==> config.mk <==
export PLATFORM = sky130hd
export DESIGN_NAME = cplx_accum
export DESIGN_NICKNAME = d
export VERILOG_FILES = /design/src/rtl/cplx_pkg.sv /design/src/rtl/sat_add.sv /design/src/rtl/cplx_accum.sv
export SDC_FILE = /design/constraint.sdc
export NUM_CORES = 1
export LEC_CHECK = 0
export CAP_MARGIN = 40
export CORE_MARGIN = 2
export CORE_UTILIZATION = 50
export CTS_CLUSTER_DIAMETER = 200
export DETAILED_ROUTE_END_ITERATION = 10
export GPL_ROUTABILITY_DRIVEN = 0
export PLACE_DENSITY = 0.78
export SETUP_SLACK_MARGIN = 0.15
export SLEW_MARGIN = 20
export SYNTH_ARGS = -nofsm -noshare
export SYNTH_HDL_FRONTEND = slang
export SYNTH_SLANG_ARGS = --single-unit
export TNS_END_PERCENT = 100
==> constraint.sdc <==
create_clock -name clk -period 3.9 [get_ports clk]
set_input_delay 0.39 -clock clk [delete_from_list [all_inputs] [get_ports clk]]
set_output_delay 0.39 -clock clk [all_outputs]
set_load 0.03 [all_outputs]
==> src/rtl/cplx_pkg.sv <==
// ============================================================================
// Module : cplx_pkg
// Shared widths, FSM encodings and saturation limits for the complex MAC path.
// Rev    : 1.0  initial release
// ============================================================================
`default_nettype none

package cplx_pkg;

  localparam int CPLX_IN_W  = 24;
  localparam int CPLX_ACC_W = 32;
  localparam int CPLX_CNT_W = 8;

  localparam logic [CPLX_ACC_W-1:0] CPLX_ACC_MAX = {1'b0, {(CPLX_ACC_W-1){1'b1}}};
  localparam logic [CPLX_ACC_W-1:0] CPLX_ACC_MIN = {1'b1, {(CPLX_ACC_W-1){1'b0}}};

  typedef enum logic [1:0] {
    ST_IDLE = 2'd0,
    ST_ACC  = 2'd1,
    ST_DONE = 2'd2
  } state_t;

endpackage

`default_nettype wire

==> src/rtl/sat_add.sv <==
// ============================================================================
// Module : sat_add
// Signed W-bit add that clamps to the representable range and flags clamping.
// Rev    : 1.0  initial release
// ============================================================================
`default_nettype none

module sat_add #(
  parameter int W = 32
) (
  input  logic [W-1:0] i_a,
  input  logic [W-1:0] i_b,
  output logic [W-1:0] o_sum,
  output logic         o_ovf
);

  localparam logic [W-1:0] c_max = {1'b0, {(W-1){1'b1}}};
  localparam logic [W-1:0] c_min = {1'b1, {(W-1){1'b0}}};

  logic [W:0] w_wide;

  assign w_wide = {i_a[W-1], i_a} + {i_b[W-1], i_b};

  // Top two bits disagree only when the true sum left the W-bit range.
  always_comb begin
    o_sum = w_wide[W-1:0];
    o_ovf = 1'b0;
    if (w_wide[W] != w_wide[W-1]) begin
      o_ovf = 1'b1;
      o_sum = w_wide[W] ? c_min : c_max;
    end
  end

endmodule

`default_nettype wire

==> src/rtl/cplx_accum.sv <==
// ============================================================================
// Module : cplx_accum
// Accumulates len complex products into one saturated sum per block.
// Rev    : 1.0  initial release
// ============================================================================
`default_nettype none

module cplx_accum
  import cplx_pkg::*;
#(
  parameter int IN_W  = CPLX_IN_W,
  parameter int ACC_W = CPLX_ACC_W,
  parameter int CNT_W = CPLX_CNT_W
) (
  input  logic              clk,
  input  logic              rst,
  input  logic [CNT_W-1:0]  len,
  input  logic              in_valid,
  output logic              in_ready,
  input  logic [IN_W-1:0]   pr,
  input  logic [IN_W-1:0]   pi,
  output logic              out_valid,
  input  logic              out_ready,
  output logic [ACC_W-1:0]  sr,
  output logic [ACC_W-1:0]  si,
  output logic              ovf,
  output logic              busy
);

  state_t             r_state;
  state_t             w_next;
  logic [CNT_W-1:0]   r_cnt;
  logic [CNT_W-1:0]   r_len_q;
  logic [ACC_W-1:0]   r_acc_r;
  logic [ACC_W-1:0]   r_acc_i;
  logic               r_ovf;

  logic               w_in_fire;
  logic [CNT_W-1:0]   w_len_eff;
  logic [CNT_W-1:0]   w_cnt_inc;
  logic [ACC_W-1:0]   w_ext_r;
  logic [ACC_W-1:0]   w_ext_i;
  logic [ACC_W-1:0]   w_sum_r;
  logic [ACC_W-1:0]   w_sum_i;
  logic               w_ovf_r;
  logic               w_ovf_i;

  assign w_in_fire = in_valid & in_ready;
  assign w_len_eff = (len == '0) ? CNT_W'(1) : len;
  assign w_cnt_inc = r_cnt + CNT_W'(1);
  assign w_ext_r   = ACC_W'($signed(pr));
  assign w_ext_i   = ACC_W'($signed(pi));

  sat_add #(.W(ACC_W)) u_sat_r (
    .i_a   (r_acc_r),
    .i_b   (w_ext_r),
    .o_sum (w_sum_r),
    .o_ovf (w_ovf_r)
  );

  sat_add #(.W(ACC_W)) u_sat_i (
    .i_a   (r_acc_i),
    .i_b   (w_ext_i),
    .o_sum (w_sum_i),
    .o_ovf (w_ovf_i)
  );

  always_comb begin
    w_next = r_state;
    case (r_state)
      ST_IDLE: if (w_in_fire) w_next = (w_len_eff == CNT_W'(1)) ? ST_DONE : ST_ACC;
      ST_ACC:  if (w_in_fire && (w_cnt_inc == r_len_q)) w_next = ST_DONE;
      ST_DONE: if (out_ready) w_next = ST_IDLE;
      default: w_next = ST_IDLE;
    endcase
  end

  always_ff @(posedge clk) begin
    if (rst) begin
      r_state <= ST_IDLE;
      r_cnt   <= '0;
      r_len_q <= '0;
      r_acc_r <= '0;
      r_acc_i <= '0;
      r_ovf   <= 1'b0;
    end else begin
      r_state <= w_next;
      if (w_in_fire && r_state == ST_IDLE) begin
        r_len_q <= w_len_eff;
        r_acc_r <= w_ext_r;
        r_acc_i <= w_ext_i;
        r_cnt   <= CNT_W'(1);
        r_ovf   <= 1'b0;
      end else if (w_in_fire && r_state == ST_ACC) begin
        r_acc_r <= w_sum_r;
        r_acc_i <= w_sum_i;
        r_cnt   <= w_cnt_inc;
        r_ovf   <= r_ovf | w_ovf_r | w_ovf_i;
      end
    end
  end

  // Holding in_ready low during reset keeps a beat from being presented as taken.
  assign in_ready  = ~rst & (r_state != ST_DONE);
  assign out_valid = (r_state == ST_DONE);
  assign busy      = (r_state == ST_ACC);
  assign sr        = out_valid ? r_acc_r : '0;
  assign si        = out_valid ? r_acc_i : '0;
  assign ovf       = out_valid & r_ovf;

endmodule

`default_nettype wire
# Word level (Yosys, flattened, before mapping)
# Index checks and enable logic that the tools add are counted.
# word_totals
reg_bits	83
latchBits	0
ram_bits	0
romBits	0
input_bits	60
output_inout_bits	68
word_cells	54
memories	0
# op_classes
add_sub_neg	3
n_mul	0
div	0
n_lt_le_gt_ge	0
n_eq_ne	10
n_shift	0
mux	20
bitwise_logic	6
reduce_logical	8
# ops
operator	n
32-bit two-way mux	10
32-bit by 24-bit adder with 33-bit output	2
8-bit by 1-bit adder with 8-bit output (second input constant)	1
8-bit by 1-bit == test with 1-bit output (second input constant)	1
8-bit == test	1
8-bit zero test	1
2-bit two-way mux	4
8-bit two-way mux	1
2-bit case mux with 3 select lines	1
1-bit two-way mux	4
2-bit by 1-bit != test with 1-bit output (second input constant)	2
2-bit != test (second input constant)	2
1-bit AND	3
1-bit logical AND	3
3-bit AND reduction	1
2-bit by 1-bit == test with 1-bit output (second input constant)	1
2-bit == test (second input constant)	1
2-bit zero test	1
1-bit != test	2
1-bit OR	2
2-bit nonzero test	1
2-bit OR reduction	1
1-bit inverter	1

# Longest topological paths before layout
# depth
word_depth	6
mapped_depth	15
mapped_depth_nobuf	13

# By module
# From an unflattened synthesis, not the netlist that was laid out.
# unflattened
cells_unflattened	1069
area_unflattened_um2	8226.6
# modules_own_cells
module	n_inst	cells_per_inst	area_per_inst_um2
cplx_accum	1	495	4140.2
sat_add	2	287	2043.2

# Worst setup path after synthesis
# No wires, ideal clock.
# synth_timing
path_type	in2reg
from	input pr[0]
to	register r_acc_r[15]
setup_time_ns	0.095
arrival_ns	3.005
slack_ns	0.800
path_stages	15
path_buffers	2
path_cell_list	ha_1 > inv_1 > fa_1 > nand2b_1 > a21oi_1 > o31ai_1 > o21ai_1 > o2111ai_1 > a21oi_1 > nor3_2 > a22oi_1 > buf_2 > buf_4 > nand2_1 > a221oi_1
# synth_via
elab_chain_cells	5
# synth_lines
item	line	text
start, declared	cplx_accum.sv:20	input logic [IN_W-1:0] pr,
32-bit by 24-bit adder with 33-bit output (*)	sat_add.sv:22	assign w_wide = {i_a[W-1], i_a} + {i_b[W-1], i_b};
32-bit two-way mux / 1-bit != test (equally long branches)	sat_add.sv:30, sat_add.sv:28	
32-bit two-way mux (*)	sat_add.sv:28	if (w_wide[W] != w_wide[W-1]) begin
32-bit two-way mux (*)	cplx_accum.sv:94	end else if (w_in_fire && r_state == ST_ACC) begin
32-bit two-way mux (*)	cplx_accum.sv:88	if (w_in_fire && r_state == ST_IDLE) begin
end signal, assigned	cplx_accum.sv:90	r_acc_r <= w_ext_r;
end signal, assigned	cplx_accum.sv:95	r_acc_r <= w_sum_r;
end, declared	cplx_accum.sv:34	logic [ACC_W-1:0] r_acc_r;
# Mark *: on every way between the ends. The rest lies on a longest branch, timed or not. The select of a mux whose other input is x is not followed.
# A chain may end at the register's enable or synchronous reset.

# Worst setup path in the final report
# layout_timing
from	input pi[23]
to	register r_acc_i[2]
# layout_via
elab_chain_cells	5
# layout_lines
item	line	text
start, declared	cplx_accum.sv:21	input logic [IN_W-1:0] pi,
32-bit by 24-bit adder with 33-bit output (*)	sat_add.sv:22	
32-bit two-way mux / 1-bit != test (equally long branches)	sat_add.sv:30, sat_add.sv:28	
32-bit two-way mux (*)	sat_add.sv:28	
32-bit two-way mux (*)	cplx_accum.sv:94	
32-bit two-way mux (*)	cplx_accum.sv:88	
end signal, assigned	cplx_accum.sv:91	r_acc_i <= w_ext_i;
end signal, assigned	cplx_accum.sv:96	r_acc_i <= w_sum_i;
end, declared	cplx_accum.sv:35	logic [ACC_W-1:0] r_acc_i;
# Marks and branches as above.

==> results.ini <==
[cts]
cts.path.max_buffers = 2
cts_resized = 0
cts_tree = done
hold_buffers = 0
post_cts_buffers = 0
clkTransAtPathRegs_ns = 0.07
cts_made_buffers = 9
clkSinkCount = 83
cts-root-buf = clkbuf_16
htreeDepth = 3
clk_latency_ns = 0.35

[timing]
hold_viol = 0
setup_violations = 0
slew_viol_final = 0
period_minus_slack_ns = 3.45
worst_slew_pin_slew_ns = 0.823
setup_ws_ns = 0.446
max_slew_margin = 0.447
skew_ns = 0.00854
fmax_mhz = 289
rsz0062_at_grt = no
post-route-period-util = 0.886
tns_ns = 0

[yosys]
async_reset_ff_frac = 0
synthFlopType = dfxtp_1
ys_seq_area_frac = 0.211
synth_cells = 1078
syn_area_um2 = 7860
yosys.cell_types.count = 76
synth_top_cell_area_share = 0.211
synth.area.top_cells = dfxtp_1 (21%), ha_1 (10%), a21oi_1 (7.5%), o21ai_0 (6.3%), nand2_1 (6.0%)
synth_edf_count = 0
yosysTopAreaCell = dfxtp_1
synth_nets = 1205
synth-seq-cells = 83
syn_area_per_cell_um2 = 7.29
yosys_warnings = 0

[power_and_ir_drop]
switching_share = 0.383
peakVddDrop_mv = 0.208
power_mw = 3.17
power_density_nw_per_um2 = 327
p_leak_nw = 3.92
clkPwrFrac = 0.266
p_int_mw = 1.96
combPwrFrac = 0.422
power.share.sequential = 0.311
p_sw_mw = 1.22

[grt]
antenna_found_initial = 0
track_usage = 0.274
grt_pass1_vias = 7846
grt_pass1_wl_mm = 37.8
grt_max_degree = 56
grt_overflow = 0

[die]
io_pins = 128
die_w_um = 129
die_h_um = 129
floorplan.rows = 45
core_area_um2 = 15300
dieArea_um2 = 16700
start_util = 0.515

[drt]
drc_errors = 0
avgRoutedWirePerCell_um = 16.2
drt_first_pass_iters = 5
drt-vias-per-instance = 5.96
ant_nets = 0
finalWirelength_mm = 22.9
vias = 8402
drt_iter0_drc = 660

[cells_and_area]
fillers = 1358
syn2layout_area_growth_pct = 23.5
final_area_um2 = 9700
antenna_cells = 0
drive_gt1_frac = 0.0817
nets = 1321

[worst_hold_path]
hold_class = reg -> reg

[critical_path]
startpoint_type = input pin
cp_data_arrival_time_ns = 3.69
critical_path_class = in -> reg
critPathCaptureType = register
cp_data_required_time_ns = 4.14
crit_path_max_fanout = 15

[placed_design]
hpwl_mm = 16.7
pre_cts_slack_ns = 0.0511
place_area_um2 = 9400
io_buffers = 127

[flow_run]
drv_cap = 0

[status]
outcome = finished clean

[critical path, cell delays in order]
cell             delay, ns
clkdlybuf4s50_1       0.39
buf_4                 0.18
ha_1                  0.40
a21oi_1               0.27
o21a_1                0.19
o21ai_1               0.08
a221o_1               0.38
a2111oi_2             0.42
nor2_1                0.07
mux2_2                0.30
nand2b_4              0.26
a31oi_1               0.25
o21ai_0               0.09
[cell usage in the layout, fill, tap and decap left out, types with 4 or more instances in the layout]
cell / netlist / routed
nor3_1: 15 / 15
a21o_1: 21 / 21
a21boi_0: 4 / 4
and2_1: 68 / 68
a31oi_1: 14 / 14
nor2b_1: 9 / 7
nand2b_1: 17 / 17
nand2_1: 126 / 126
dfxtp_1: 83 / 82
clkdlybuf4s50_1: 0 / 126
and3_1: 6 / 6
ha_1: 65 / 65
o211ai_1: 7 / 7
o21ai_0: 99 / 99
nand4_1: 12 / 12
or3_1: 10 / 10
clkbuf_16: 0 / 9
nor2_1: 77 / 77
a211oi_1: 10 / 10
o31ai_1: 8 / 8
a221oi_1: 20 / 20
a21oi_2: 11 / 12
xor2_1: 20 / 20
o21ai_1: 20 / 20
o21a_1: 11 / 11
buf_4: 3 / 34
nor4_1: 6 / 6
xnor2_1: 39 / 39
o21bai_1: 9 / 9
a22oi_1: 5 / 4
inv_1: 26 / 26
a21oi_1: 118 / 117
nand3_1: 23 / 23
[registers in the layout, indices dropped and copies added, names as in the netlist]
name	flops
r_len_q	8
r_acc_r	32
r_ovf	1
r_state	2
r_acc_i	32
r_cnt	8
[metrics by stage]
step                utilization  hold WS, ns  instances
floorplan                     -        0.438       1078
global placement          0.616        0.455       1393
detailed placement        0.616        0.456       1394
CTS                       0.635        0.465       1410
global route              0.636        0.487       1410
finish                    0.636        0.464       1410
[power groups by stage]
stage	logic (mW)	registers (mW)	clock network (mW)
2_1_floorplan	0.998	0.980	0
3_3_place_gp	1.29	1.00	0
3_5_place_dp	1.31	1.00	0
4_1_cts	1.32	0.986	0.856
5_1_grt	1.48	0.998	0.897
6_report	1.34	0.988	0.845
[worst paths after layout]
path	slack (ns)	start	end	cells after the start
max	0.45	pi[23]	r_acc_i[2]$_SDFFE_PP0P_	13
min	0.46	r_acc_i[8]$_SDFFE_PP0P_	r_acc_i[8]$_SDFFE_PP0P_	2
max reg2reg	0.70	r_acc_i[12]$_SDFFE_PP0P_	r_acc_i[2]$_SDFFE_PP0P_	11
min reg2reg	0.46	r_acc_i[8]$_SDFFE_PP0P_	r_acc_i[8]$_SDFFE_PP0P_	2
[layer usage]
metal	routed length, µm	vias up	global-route usage
li1	-	4130	-
met2	10600	297	0.450
met1	10600	3944	0.370
met4	455	0	0.106
met3	1250	31	0.0289
met5	0	-	0
[area by class of cell]
type / instances / area, µm² / share of cell area
multi-input cells: 909 / 5820 / 0.599
flip-flops and latches: 83 / 1660 / 0.171
repair buffers: 164 / 1570 / 0.162
well taps: 211 / 264 / 0.0272
clock buffers: 10 / 239 / 0.0246
inverters: 27 / 101 / 0.0104
clock inverters: 6 / 47.5 / 0.00490
[logic make-up (layout without fill, tap and decap cells)]
| logic type | count (synthesis) | in the layout | share of synthesized area |
|---|---|---|---|
| AOI/OAI and AO/OA | 390 | 390 | 0.312 |
| and+or+nand+nor | 390 | 390 | 0.246 |
| buffers and inverters | 86 | 207 | 0.0509 |
| DFF | 83 | 83 | 0.211 |
| adders and majority gates | 67 | 67 | 0.109 |
| xor gates and xnor gates | 59 | 59 | 0.0658 |
| muxes | 3 | 3 | 0.00462 |
[cell usage after synthesis, drive strengths merged (3+ instances only)]
library cell    n
a211oi         12
a21oi         129
a2111oi         3
nor3b           3
a21boi          4
a31o            3
nor2b           9
nand2         126
clkbuf         39
nor3           17
or3            11
xor2           20
nor4            6
nor2           78
nand4          13
a22oi           5
buf            20
dfxtp          83
and2           69
o21a           11
a221oi         20
xnor2          39
a211o           3
o211ai          7
o2111ai         3
nand2b         19
nand3          23
o21ai         120
a31oi          14
o21bai          9
inv            27
and3            6
o31ai          10
ha             65
or4             3
a21o           21
No activity file was read; power rests on OpenSTA's default activity.
==> variant 1 (config.mk and constraints unchanged) <==
The package constant `CPLX_IN_W` goes from 24 to 32.
--- a/src/rtl/cplx_pkg.sv
+++ b/src/rtl/cplx_pkg.sv
@@ -7,7 +7,7 @@
 
 package cplx_pkg;
 
-  localparam int CPLX_IN_W  = 24;
+  localparam int CPLX_IN_W  = 32;
   localparam int CPLX_ACC_W = 32;
   localparam int CPLX_CNT_W = 8;
 
Ports: changed (resized pi and pr); port bits go from 128 to 144. No check against the original RTL was run, so the function may have changed too.
==> variant 1 against the original RTL <==
  * Register-to-register slack lost 110 ps
  * Wire length grew 7.3%
  * Die area grew 4.5%
  * Power is essentially flat
  * Final area grew 4.3%
  * Sequential cell count is the same
  * Worst setup slack lost 14 ps
  * Non-clock buffer count grew 6
  * Critical path depth is the same
  * Synthesized area grew 4.7%
  * Largest cell class unchanged
  * Largest power group unchanged
==> variant 1: results (changes against the original RTL) <==
global_route:
  grtUsageMet3: 0.0454  # +0.0165
  antenna_found_initial: 0  # unchanged
  grt_max_degree: 76  # +36%
  grt_use_met2: 0.491  # +0.0409
  global_route_met1_usage: 0.337  # -0.0335
  gr-usage-all-layers: 0.278  # +0.00410
  grt_pass1_wl_um: 40500  # +7.1%
  grt_pass1_vias: 8344  # +6.3%
yosys:
  synthAdderAreaFrac: 0.104  # -0.00484
  synth.top_cells.by_count: "sky130_fd_sc_hd__nand2_1 (150), sky130_fd_sc_hd__o21ai_0 (102), sky130_fd_sc_hd__a21oi_1 (93)"
  syn_nets: 1231  # +2.2%
  synth_compound_area_frac: 0.330  # +0.0180
  ys_top_cells_by_area: "sky130_fd_sc_hd__dfxtp_1 (20%), sky130_fd_sc_hd__ha_1 (9.9%), sky130_fd_sc_hd__nand2_1 (6.8%)"
  synth_xor_xnor_area_share: 0.0745  # +0.00878
  synthMuxAreaShare: 0.00304  # -0.00157
  synth.distinct_cells: 79  # +3.9%
  ys_seq_area_frac: 0.202  # -0.00942
placement:
  dp.final_hpwl_um: 17800  # +6.6%
  placed_cell_area_mm2: 0.00981  # +4.3%
  dpl_worst_slack_ps: 64.3  # +13.2 ps
  port_buffers: 143  # +13%
layout:
  multi_input_gates: 917  # +0.88%
  seq_area_frac: 0.164  # -0.00708
  nonClockBufferCount: 170  # +3.7%
  buf_share: 0.163  # +0.000477
  share_of_cells_above_drive_strength_1: 0.0829  # +0.00118
  multi_input_area_mm2: 0.00616  # +6.0%
  number_of_nets_in_the_layout: 1344  # +1.7%
  count_of_antenna_diodes_in_the_layout: 0  # unchanged
  final-clk-cell-share: 0.0300  # +0.000511
  final.fill_count: 1497  # +10%
  nonClockInverterCount: 20  # -26%
setup_path:
  crit_path_max_incr_delay_ps: 490  # +70 ps
  r2r_setup_slack_ps: 590  # -110 ps
  crit_path_max_fanout: 30  # +15
  crit_family: "simple AND/OR/NAND/NOR gates"
  critical_path_arrival_ps: 3740  # +50 ps
  worst_r2r_startpoint: "r_acc_r[0]"
  depth_of_the_most_critical_reg_to_reg_path: 12  # +1
  timing.rr.end: "r_acc_r[1]"
  critPathSlowestCell: "sky130_fd_sc_hd__clkdlybuf4s50_1"
drt:
  wl_met3_um: 1400  # +12%
  vias: 8616  # +2.5%
  detail-route-antenna-nets: 0  # unchanged
  met1Wirelength_um: 10400  # -1.2%
  wl_met2_um: 11900  # +12%
  iteration_0_drc_count_of_the_detailed_router: 662  # +0.30%
  detail_route.first_pass.iterations: 7  # +2
sta:
  worst_tran_pin_value_ps: 767  # -56.1 ps
  skew_ps: 8.58  # +0.0470 ps
pwr:
  peakVddDrop_mv: 0.219  # +5.6%
  fin_total_pwr_uw: 3170  # about the same
  switching_power_total_uw: 1180  # -2.6%
  seq_power_uw: 975  # -1%
  powerClk_uw: 909  # +7.6%
  static-leakage-power_uw: 0.00413  # +5.4%
floorplan:
  number_of_rows_created_at_floorplan: 46  # +2.2%
outcome:
  outcome: "completed"
cts:
  cts.repair.resized: 0  # unchanged
hold_path:
  timing.hold.worst.start: "r_acc_i[5]"
## variant 1: worst max path at each step
stage / cells past startpoint / slack, ps / to / start
floorplan: 14 / 890 / r_acc_r[0] / pr[0]
finish: 13 / 430 / r_acc_r[1] / pr[0]
detailed placement: 13 / 60 / r_acc_r[1] / pr[0]
global route: 13 / 260 / r_acc_r[1] / pr[0]
global placement: 13 / 150 / r_acc_i[29] / pi[0]
CTS: 13 / 440 / r_acc_r[1] / pr[0]
## variant 1: through the flow
stage | hold slack, ps | instances | utilization
after floorplan | 421 | 1088 | -
after global placement | 454 | 1405 | 0.613
after detailed placement | 461 | 1405 | 0.613
after CTS | 467 | 1421 | 0.632
after global routing | 483 | 1422 | 0.633
final | 468 | 1422 | 0.633
## variant 1: cells by family (layout without fill, tap and decap cells)
family | Yosys count | count (layout)
and+or+nand+nor | 391 | 391
muxes | 2 | 2
DFF | 83 | 83
buffers and inverters | 88 | 206
adders and majority gates | 67 | 67
AOI/OAI and AO/OA | 387 | 387
xor gates and xnor gates | 70 | 70
==> variant 2 (config.mk and constraints unchanged) <==
Made on the original files. Make the reset (`rst`) asynchronous in one clocked block.
--- a/src/rtl/cplx_accum.sv
+++ b/src/rtl/cplx_accum.sv
@@ -75,7 +75,7 @@
     endcase
   end
 
-  always_ff @(posedge clk) begin
+  always_ff @(posedge clk or posedge rst) begin
     if (rst) begin
       r_state <= ST_IDLE;
       r_cnt   <= '0;
Behaviour: differs if rst is asserted again (counterexample within 4 cycles, from zero or initial values and one cycle with rst high); with rst held inactive, the same outputs for 4 cycles.
==> variant 2 against the original RTL <==
  * Final cell count fell by 6.0%
  * Final area rose by 1.5%
  * Worst setup slack got worse by 91 ps
  * Register-to-register slack got worse by 180 ps
  * Synthesized area rose by 3.0%
  * Critical endpoint is now r_acc_r[28]
  * Highest routed layer unchanged
  * Sequential cell count did not move
  * Wire length fell by 4.2%
Power is not compared: it rests on default switching activity, and its combinational part moved more than twofold at a synthesized area within 25%.
==> variant 2: results (changes against the original RTL) <==
hold_path:
  hp-class: "in2async"
setup_path:
  r2r_setup_slack_ps: 520  # -180 ps
  timing.rr.end: "r_acc_r[28]"
  depth_of_the_most_critical_reg_to_reg_path: 12  # +1
  critPathSlowestCell: "sky130_fd_sc_hd__clkdlybuf4s50_1"
  crit_path_max_fanout: 20  # +5
  critical_path_arrival_ps: 3750  # +60 ps
yosys:
  synth.top_cells.by_count: "sky130_fd_sc_hd__nand2_1 (131), sky130_fd_sc_hd__a21oi_1 (84), sky130_fd_sc_hd__dfrtp_1 (83)"
  synth_xor_xnor_area_share: 0.0714  # +0.00564
  ys.flop_type: "sky130_fd_sc_hd__dfrtp_1"
  synth-async-reset-ratio: 1.00  # +1.00
  synthMuxAreaShare: 0.0128  # +0.00821
  ys_seq_area_frac: 0.257  # +0.0451
  synth_compound_area_frac: 0.272  # -0.0399
  synth.distinct_cells: 90  # +18%
  synthAdderAreaFrac: 0.107  # -0.00195
  syn_nets: 1125  # -6.6%
  ys_top_cells_by_area: "sky130_fd_sc_hd__dfrtp_1 (26%), sky130_fd_sc_hd__ha_1 (10%), sky130_fd_sc_hd__nand2_1 (6.1%)"
drt:
  detail_route.first_pass.iterations: 7  # +2
  vias: 7856  # -6.5%
  wl_um: 21900  # -4.2%
  iteration_0_drc_count_of_the_detailed_router: 491  # -26%
layout:
  final.fill_count: 1388  # +2.2%
  final_core_utilization: 0.622  # -0.0135
  number_of_nets_in_the_layout: 1232  # -6.7%
  share_of_cells_above_drive_strength_1: 0.0874  # +0.00565
global_route:
  antenna_found_initial: 0  # unchanged
  grt_max_degree: 65  # +16%
  grt_pass1_wl_um: 36600  # -3.3%
  grt_pass1_vias: 7515  # -4.2%
placement:
  dpl_worst_slack_ps: 21.7  # -29.3 ps
  placed_cell_area_mm2: 0.00954  # +1.4%
outcome:
  outcome: "completed"
sta:
  worst_tran_pin_value_ps: 673  # -150 ps
  skew_ps: 9.59  # +1.05 ps
-- variant 2: area by class of cell --
type                    count  area share
flip-flops and latches     83       0.211
clock inverters             6     0.00737
clock buffers              10      0.0243
well taps                 216      0.0274
inverters                  26      0.0104
repair buffers            153       0.153
multi-input cells         832       0.566
-- variant 2: where the power goes --
| group | internal, uW | switching, uW |
|---|---|---|
| registers | 1250 | 345 |
| logic | 2340 | 3120 |
| clock network | 521 | 391 |
| total | 4110 | 3860 |
-- variant 2: cells by family (layout without fill, tap and decap cells) --
kind of cell,after synthesis,in the layout
adders and majority gates,68,68
DFF,83,83
muxes,9,9
AOI/OAI and AO/OA,316,316
xor gates and xnor gates,66,66
and+or+nand+nor,373,373
buffers and inverters,83,195
-- variant 2: worst max path at each step --
| stage | from | cells past startpoint | slack, ps | end |
|---|---|---|---|---|
| floorplan | rst | 6 | 650 | r_acc_r[31] |
| detailed placement | pr[0] | 13 | 20 | r_acc_r[28] |
| global placement | pr[0] | 13 | 130 | r_acc_r[25] |
| global route | pr[0] | 13 | 180 | r_acc_r[30] |
| CTS | pr[0] | 13 | 380 | r_acc_r[28] |
| finish | pr[0] | 13 | 350 | r_acc_r[28] |
-- variant 2: layer usage --
metal | vias to the layer above | track usage | share of wire
met2 | 238 | 0.425 | 0.47
met4 | 0 | 0.0791 | 0.023
li1 | 3881 | - | -
met5 | - | 0 | 0
met1 | 3697 | 0.329 | 0.46
met3 | 40 | 0.0386 | 0.048
-- variant 2: through the flow --
stage	cells	hold WS [ps]
finish	1326	413
floorplan	998	457
global route	1326	427
detailed placement	1310	483
global placement	1309	470
CTS	1326	403
-- variant 2: critical path, delay by kind of cell --
kind	cells	cell delay, ps
AOI/OAI and AO/OA	6	1310
buffers and inverters	2	590
adders and majority gates	2	580
muxes	1	470
and+or+nand+nor	2	410
